==> src/rtl/alu_op_sequencer_if.sv <==
`default_nettype none
// ============================================================================
//  Module      : alu_op_sequencer_if
//  Description : Handshake and control bundle between the instruction front
//                end (master) and the ALU operation sequencer (slave).
//  Signals     : instr_valid/instr_ready/opcode  - opcode handshake
//                alu_zero, mem_ack               - status back from ALU/memory
//                alu_control, reg_write, mem_read, mem_write, pc_write,
//                retire, trap, trap_cause, busy  - sequencer outputs
//  Revision    : 1.0 - initial release
// ============================================================================
interface alu_op_sequencer_if;
  logic       instr_valid;
  logic       instr_ready;
  logic [4:0] opcode;
  logic       alu_zero;
  logic       mem_ack;
  logic [4:0] alu_control;
  logic       reg_write;
  logic       mem_read;
  logic       mem_write;
  logic       pc_write;
  logic       retire;
  logic       trap;
  logic [1:0] trap_cause;
  logic       busy;

  // Front end / environment side.
  modport master (
    output instr_valid, opcode, alu_zero, mem_ack,
    input  instr_ready, alu_control, reg_write, mem_read, mem_write,
           pc_write, retire, trap, trap_cause, busy
  );

  // Sequencer side.
  modport slave (
    input  instr_valid, opcode, alu_zero, mem_ack,
    output instr_ready, alu_control, reg_write, mem_read, mem_write,
           pc_write, retire, trap, trap_cause, busy
  );
endinterface
`default_nettype wire

==> src/rtl/alu_op_sequencer.sv <==
`default_nettype none
// ============================================================================
//  Module      : alu_op_sequencer
//  Description : Multicycle control FSM sequencing the 32-bit ALU for one
//                instruction at a time. Accepts an opcode over valid/ready,
//                drives ALUControl, issues memory/register-file/PC strobes
//                and raises traps for illegal opcodes and memory timeouts.
//  Ports       : clk   - rising-edge clock
//                reset - synchronous active-high reset
//                bus   - alu_op_sequencer_if.slave (handshake, status, strobes)
//  Opcode map  : 00000-00010 LW_1..3   00011-00100 SW_1..2
//                00101 MOV 00110 ADD 00111 SUB 01000 MUL 01001 DIV
//                01010 AND 01011 OR  01100 XOR 01101 SHL 01110 CMP 01111 NOT
//                10000 JR  10001 JPC 10010 BRFL 10011 CALL 10100 RET
//                10101 NOP           10110-11111 illegal
//  Revision    : 1.0 - initial release
// ============================================================================
module alu_op_sequencer #(
  parameter int MULDIV_CYCLES = 4,
  parameter int MEM_TIMEOUT   = 15
) (
  input  wire logic         clk,
  input  wire logic         reset,
  alu_op_sequencer_if.slave bus
);

  localparam logic [4:0] OP_LW_3 = 5'b00010;
  localparam logic [4:0] OP_SW_2 = 5'b00100;
  localparam logic [4:0] OP_MUL  = 5'b01000;
  localparam logic [4:0] OP_DIV  = 5'b01001;
  localparam logic [4:0] OP_CMP  = 5'b01110;
  localparam logic [4:0] OP_NOT  = 5'b01111;
  localparam logic [4:0] OP_CALL = 5'b10011;
  localparam logic [4:0] OP_NOP  = 5'b10101;

  localparam logic [1:0] CAUSE_ILLEGAL = 2'b01;
  localparam logic [1:0] CAUSE_MEM_TMO = 2'b10;

  // One counter serves both the MUL/DIV dwell and the memory wait, since the
  // two phases never overlap.
  localparam int CNT_MAX = (MULDIV_CYCLES > MEM_TIMEOUT) ? MULDIV_CYCLES : MEM_TIMEOUT;
  localparam int CNT_W   = $clog2(CNT_MAX + 1);
  localparam logic [CNT_W-1:0] MULDIV_LAST = CNT_W'(MULDIV_CYCLES - 1);
  localparam logic [CNT_W-1:0] MEM_LAST    = CNT_W'(MEM_TIMEOUT - 1);
  localparam logic [CNT_W-1:0] CNT_ONE     = CNT_W'(1);

  typedef enum logic [2:0] {
    S_IDLE      = 3'd0,
    S_DECODE    = 3'd1,
    S_EXECUTE   = 3'd2,
    S_MEM_RD    = 3'd3,
    S_MEM_WR    = 3'd4,
    S_WRITEBACK = 3'd5,
    S_BRANCH    = 3'd6,
    S_TRAP      = 3'd7
  } state_t;

  state_t           state_q, state_d;
  logic [4:0]       op_q, op_d;
  logic [CNT_W-1:0] cnt_q, cnt_d;
  logic             zero_q, zero_d;
  logic [1:0]       cause_q, cause_d;

  logic [4:0] alu_control;
  logic       reg_write;
  logic       mem_read;
  logic       mem_write;
  logic       pc_write;
  logic       retire;
  logic       trap;
  logic       exec_last;

  always_ff @(posedge clk) begin
    if (reset) begin
      state_q <= S_IDLE;
      op_q    <= OP_NOP;
      cnt_q   <= '0;
      zero_q  <= 1'b0;
      cause_q <= 2'b00;
    end else begin
      state_q <= state_d;
      op_q    <= op_d;
      cnt_q   <= cnt_d;
      zero_q  <= zero_d;
      cause_q <= cause_d;
    end
  end

  always_comb begin
    state_d     = state_q;
    op_d        = op_q;
    cnt_d       = cnt_q;
    zero_d      = zero_q;
    cause_d     = cause_q;
    alu_control = OP_NOP;
    reg_write   = 1'b0;
    mem_read    = 1'b0;
    mem_write   = 1'b0;
    pc_write    = 1'b0;
    retire      = 1'b0;
    trap        = 1'b0;
    // MUL/DIV dwell in EXECUTE; every other op spends a single cycle there.
    exec_last   = !((op_q == OP_MUL) || (op_q == OP_DIV)) || (cnt_q == MULDIV_LAST);

    case (state_q)
      S_IDLE: begin
        if (bus.instr_valid) begin
          op_d    = bus.opcode;
          state_d = S_DECODE;
        end
      end

      S_DECODE: begin
        alu_control = op_q;
        cnt_d       = '0;
        if (op_q > OP_NOP) begin
          cause_d = CAUSE_ILLEGAL;
          state_d = S_TRAP;
        end else begin
          state_d = S_EXECUTE;
        end
      end

      S_EXECUTE: begin
        alu_control = op_q;
        if (exec_last) begin
          zero_d = bus.alu_zero;
          cnt_d  = '0;
          // Opcode groups are contiguous, so ordered range tests classify them.
          if (op_q <= OP_LW_3) begin
            state_d = S_MEM_RD;
          end else if (op_q <= OP_SW_2) begin
            state_d = S_MEM_WR;
          end else if ((op_q == OP_CMP) || (op_q == OP_NOP)) begin
            retire  = 1'b1;
            state_d = S_IDLE;
          end else if (op_q <= OP_NOT) begin
            state_d = S_WRITEBACK;
          end else begin
            state_d = S_BRANCH;
          end
        end else begin
          cnt_d = cnt_q + CNT_ONE;
        end
      end

      S_MEM_RD, S_MEM_WR: begin
        alu_control = op_q;
        mem_read    = (state_q == S_MEM_RD);
        mem_write   = (state_q == S_MEM_WR);
        // An ack in the final wait cycle still completes the access.
        if (bus.mem_ack) begin
          cnt_d = '0;
          if (state_q == S_MEM_RD) begin
            state_d = S_WRITEBACK;
          end else begin
            retire  = 1'b1;
            state_d = S_IDLE;
          end
        end else if (cnt_q == MEM_LAST) begin
          cnt_d   = '0;
          cause_d = CAUSE_MEM_TMO;
          state_d = S_TRAP;
        end else begin
          cnt_d = cnt_q + CNT_ONE;
        end
      end

      S_WRITEBACK: begin
        alu_control = op_q;
        reg_write   = 1'b1;
        retire      = 1'b1;
        state_d     = S_IDLE;
      end

      S_BRANCH: begin
        alu_control = op_q;
        pc_write    = zero_q;
        reg_write   = (op_q == OP_CALL);  // link register write for CALL
        retire      = 1'b1;
        state_d     = S_IDLE;
      end

      S_TRAP: begin
        trap    = 1'b1;
        state_d = S_IDLE;
      end

      default: begin
        state_d = S_IDLE;
      end
    endcase
  end

  assign bus.instr_ready = (state_q == S_IDLE) && !reset;
  assign bus.alu_control = alu_control;
  assign bus.reg_write   = reg_write;
  assign bus.mem_read    = mem_read;
  assign bus.mem_write   = mem_write;
  assign bus.pc_write    = pc_write;
  assign bus.retire      = retire;
  assign bus.trap        = trap;
  assign bus.trap_cause  = cause_q;
  assign bus.busy        = (state_q != S_IDLE);

endmodule
`default_nettype wire

==> src/flat_wrapper.sv <==
// flat-port wrapper written by rule: the top's interface ports become plain ports
module alu_op_sequencer_flat 
#(
  parameter int MULDIV_CYCLES = 4,
  parameter int MEM_TIMEOUT   = 15
)
  (clk, reset, bus_instr_valid, bus_opcode, bus_alu_zero, bus_mem_ack, bus_instr_ready, bus_alu_control, bus_reg_write, bus_mem_read, bus_mem_write, bus_pc_write, bus_retire, bus_trap, bus_trap_cause, bus_busy);
  alu_op_sequencer_if bus_i ();
  input  wire logic clk;
  input  wire logic reset;
  input wire logic [$bits(bus_i.instr_valid)-1:0] bus_instr_valid;
  input wire logic [$bits(bus_i.opcode)-1:0] bus_opcode;
  input wire logic [$bits(bus_i.alu_zero)-1:0] bus_alu_zero;
  input wire logic [$bits(bus_i.mem_ack)-1:0] bus_mem_ack;
  output wire logic [$bits(bus_i.instr_ready)-1:0] bus_instr_ready;
  output wire logic [$bits(bus_i.alu_control)-1:0] bus_alu_control;
  output wire logic [$bits(bus_i.reg_write)-1:0] bus_reg_write;
  output wire logic [$bits(bus_i.mem_read)-1:0] bus_mem_read;
  output wire logic [$bits(bus_i.mem_write)-1:0] bus_mem_write;
  output wire logic [$bits(bus_i.pc_write)-1:0] bus_pc_write;
  output wire logic [$bits(bus_i.retire)-1:0] bus_retire;
  output wire logic [$bits(bus_i.trap)-1:0] bus_trap;
  output wire logic [$bits(bus_i.trap_cause)-1:0] bus_trap_cause;
  output wire logic [$bits(bus_i.busy)-1:0] bus_busy;
  assign bus_i.instr_valid = bus_instr_valid;
  assign bus_i.opcode = bus_opcode;
  assign bus_i.alu_zero = bus_alu_zero;
  assign bus_i.mem_ack = bus_mem_ack;
  assign bus_instr_ready = bus_i.instr_ready;
  assign bus_alu_control = bus_i.alu_control;
  assign bus_reg_write = bus_i.reg_write;
  assign bus_mem_read = bus_i.mem_read;
  assign bus_mem_write = bus_i.mem_write;
  assign bus_pc_write = bus_i.pc_write;
  assign bus_retire = bus_i.retire;
  assign bus_trap = bus_i.trap;
  assign bus_trap_cause = bus_i.trap_cause;
  assign bus_busy = bus_i.busy;
  alu_op_sequencer #(.MULDIV_CYCLES(MULDIV_CYCLES), .MEM_TIMEOUT(MEM_TIMEOUT)) u_core (.clk(clk), .reset(reset), .bus(bus_i));
endmodule
==> config.mk <==
export PLATFORM = sky130hd
export DESIGN_NAME = alu_op_sequencer_flat
export DESIGN_NICKNAME = d
export VERILOG_FILES = /design/src/rtl/alu_op_sequencer_if.sv /design/src/rtl/alu_op_sequencer.sv /design/src/flat_wrapper.sv
export SDC_FILE = /design/constraint.sdc
export NUM_CORES = 1
export LEC_CHECK = 0
export BUFFER_PORTS_ARGS = -buffer_cell sky130_fd_sc_hd__buf_2
export CORE_ASPECT_RATIO = 1.4
export CORE_MARGIN = 2
export CORE_UTILIZATION = 25
export DETAILED_ROUTE_END_ITERATION = 10
export HOLD_SLACK_MARGIN = 0.12
export SYNTH_ARGS = -nofsm -noshare
export SYNTH_HDL_FRONTEND = slang
export SYNTH_SLANG_ARGS = --single-unit
==> constraint.sdc <==
create_clock -name clk -period 2 [get_ports clk]
set_input_delay 0.1 -clock clk [delete_from_list [all_inputs] [get_ports clk]]
set_output_delay 0.1 -clock clk [all_outputs]
set_load 0.1 [all_outputs]
==> out/metrics.csv <==
stage,metric,value,unit
worst_setup_path,critical-path-max-stage-delay,410,ps
floorplanning,io_pins,25,
detailed_routing,drtPass1Iterations,4,
cts,cts_setup_buffers,0,
timing,whs,158,ps
cts,cts_resized,0,
timing,setup_tns,0,ps
run_status,status,"finished, final reports clean",
synthesis,synthesis.area,1020,um2
cells_and_area,nets,172,
floorplanning,initial_core_util,26.1,%
worst_setup_path,cp.required,1900,ps
floorplanning,die_area,4630,um2
power,switchingPower,1120,uW
detailed_routing,num_vias,1036,
cts,worstSkewPairLatency,250,ps
power,peakVddDrop,0.894,mV
synthesis,avgSynthCellArea,7.64,um2
cells_and_area,area_growth,36.1,%
cells_and_area,layout-drive-gt1-share,28.9,%
synthesis,synth_seq_area_share,29.3,%
worst_setup_path,cp.arrival,1770,ps
timing,fin_skew,5.65,ps
synthesis,ys_warn_count,0,
synthesis,synth_nets,146,
placed_design,dpl_cell_area,1320,um2
worst_setup_path,criticalPathCategory,flip-flop to output pin,
detailed_routing,drc,0,
worst_setup_path,cp_max_fo,12,
cts,htreeDepth,1,
detailed_routing,drtAntennaViolNets,0,
global_routing,grt_use_total,12.6,%
floorplanning,coreArea,3920,um2
placed_design,place_hpwl,2.01,mm
cts,clkSinkCount,15,
timing,worst_pin_slew,488,ps
global_routing,grt_pass1_vias,950,
worst_setup_path,critPathSlowestCell,buf_2,
synthesis,synth_edf_count,0,
global_routing,grt_pass1_wl,4.43,mm
power,p_seq_share,22.9,%
timing,post-route-period-util,93.7,%
worst_setup_path,endpoint_kind,output pin,
timing,fin_crit,1870,ps
timing,slew_viol_final,0,
detailed_routing,routed_wl,2.66,mm
power,pwr-share-comb,64.9,%
global_routing,grt_max_degree,18,
synthesis,yosysUniqueCellTypes,41,
timing,max_freq,0.534,GHz
global_routing,grt-ovfl-total,0,
power,cell_internal_pwr,924,uW
floorplanning,num_rows,27,
floorplanning,dieHeight,79.7,um
timing,setup_violations,0,
placed_design,portBuffers,24,
power,p_leak,0.000586,uW
worst_setup_path,crit_chain,buf_4 > nor3_1 > inv_1 > and3_2 > buf_2,
synthesis,synthArstFlopShare,0,%
cts,clock-root-buffer,clkbuf_8,
cts,holdBufCountCts,3,
timing,rsz0062_at_grt,false,
cts,cts.clk_slew.worst_paths,60,ps
cts,clock_path_buffers,2,
cts,cts_buffers,3,
synthesis,synth_flop_cell,dfxtp_1,
power,p_per_area,1470,nW/um2
worst_setup_path,startpoint_type,flip-flop,
run,maxCapViolCount,0,
power,switching_share,54.8,%
cells_and_area,diodes,0,
timing,slew_headroom,67.7,%
synthesis,synth_cells,134,
cells_and_area,finalInstanceArea,1390,um2
floorplanning,dieWidth,58.1,um
detailed_routing,drt-initial-drc-count,28,
power,p_clk_share,12.2,%
cts,cts_tree,built,
timing,hold_viol,0,
detailed_routing,vias_per_cell,5.13,
placed_design,routabilityCongestion,0.818,
detailed_routing,wl_per_cell,13.1,um
global_routing,antenna_found_initial,0,
synthesis,yosys_register_bits,15,
hold_path,hp-class,input pin to flip-flop,
-- cells by family after synthesis --
logic type,synth area share (%)
simple gates,33.9
mux,0.978
fa+ha+maj,2.44
compound gates,26.7
flops,29.3
buf+inv,6.72
-- critical path: cells and delay by family, from the launching register on --
kind          cells  cell delay, ps
simple gates      2             310
buf+inv           3             850
flops             1             350
-- cell type report --
class                           count  area [um2]
Clock buffer                        4        45.0
Tap cell                           43        53.8
Timing Repair Buffer               31         255
Fill cell                         427        2530
Sequential cell                    15         303
Inverter                            8        33.8
Multi-Input combinational cell    101         702
-- cells in the final DEF (no fill, tap or decap), types with 4 or more instances in the layout --
cell type,n
nand2_1,7
a21oi_1,10
buf_12,5
buf_4,4
a211oi_1,4
buf_2,19
nor3_1,4
and3_1,4
inv_1,7
nor2_1,10
o21ai_0,5
dfxtp_1,13
-- worst paths after layout --
kind | from | end | slack (ps) | cells past startpoint
worst min register to register | u_core.bus.trap_cause[1] | u_core.bus.trap_cause[1] | 460 | 2
worst max register to register | u_core.op_q[1] | u_core.cnt_q[0] | 200 | 4
worst min-delay path | bus_instr_valid | u_core.op_q[3] | 160 | 3
worst max-delay path | u_core.state_q[1] | bus_alu_control[3] | 130 | 5
-- cell usage after synthesis, types with 2 or more instances --
cell       n  area (um2)
o22ai_1    2        12.5
o21bai_1   3        22.5
dfxtp_1   15         300
nor3_1     5        25.0
and3_1     5        31.3
nor3b_1    4        30.0
a31oi_1    2        12.5
clkbuf_1   9        33.8
nand3b_1   2        15.0
inv_1      8        30.0
a211o_1    3        26.3
or3_1      3        18.8
nand2_1    7        26.3
and3b_1    3        26.3
a21oi_1   10        50.1
and2_1     2        12.5
nor2b_1    3        18.8
nand3_1    5        25.0
nor2_1    11        41.3
or3b_2     2        17.5
a211oi_1   5        37.5
o21ai_0    5        25.0
ha_1       2        25.0
-- through the flow --
step                      std cells  total power, uW  util, %  setup WS (ps)
final                           202             2050     35.5            126
after global routing            202             2170     35.5           30.3
after detailed placement        195             1800     33.6            225
after CTS                       202             2060     35.5            128
after floorplan                 134             1490        -           -361
after global placement          195             1810     33.6            237
-- power groups by stage --
stage / Clock (uW) / Combinational [uW] / Sequential (uW)
global placement: 0 / 1340 / 470
CTS: 256 / 1340 / 465
detailed placement: 0 / 1330 / 472
finish: 249 / 1330 / 468
global route: 271 / 1420 / 483
floorplan: 0 / 1050 / 439
-- layer usage --
layer  track usage, %  routed length [um]
met2             21.1                1350
met5                0                   0
met4             7.44                  68
met1             15.0                1140
met3             1.78                  93
-- flip-flops by register name, summed over array words and instances (netlist names) --
signal,flops
u_core.bus.trap_cause,2
u_core.cnt_q,4
u_core.op_q,5
u_core.state_q,3
u_core.zero_q,1
Power figures use the tool's default switching activity.
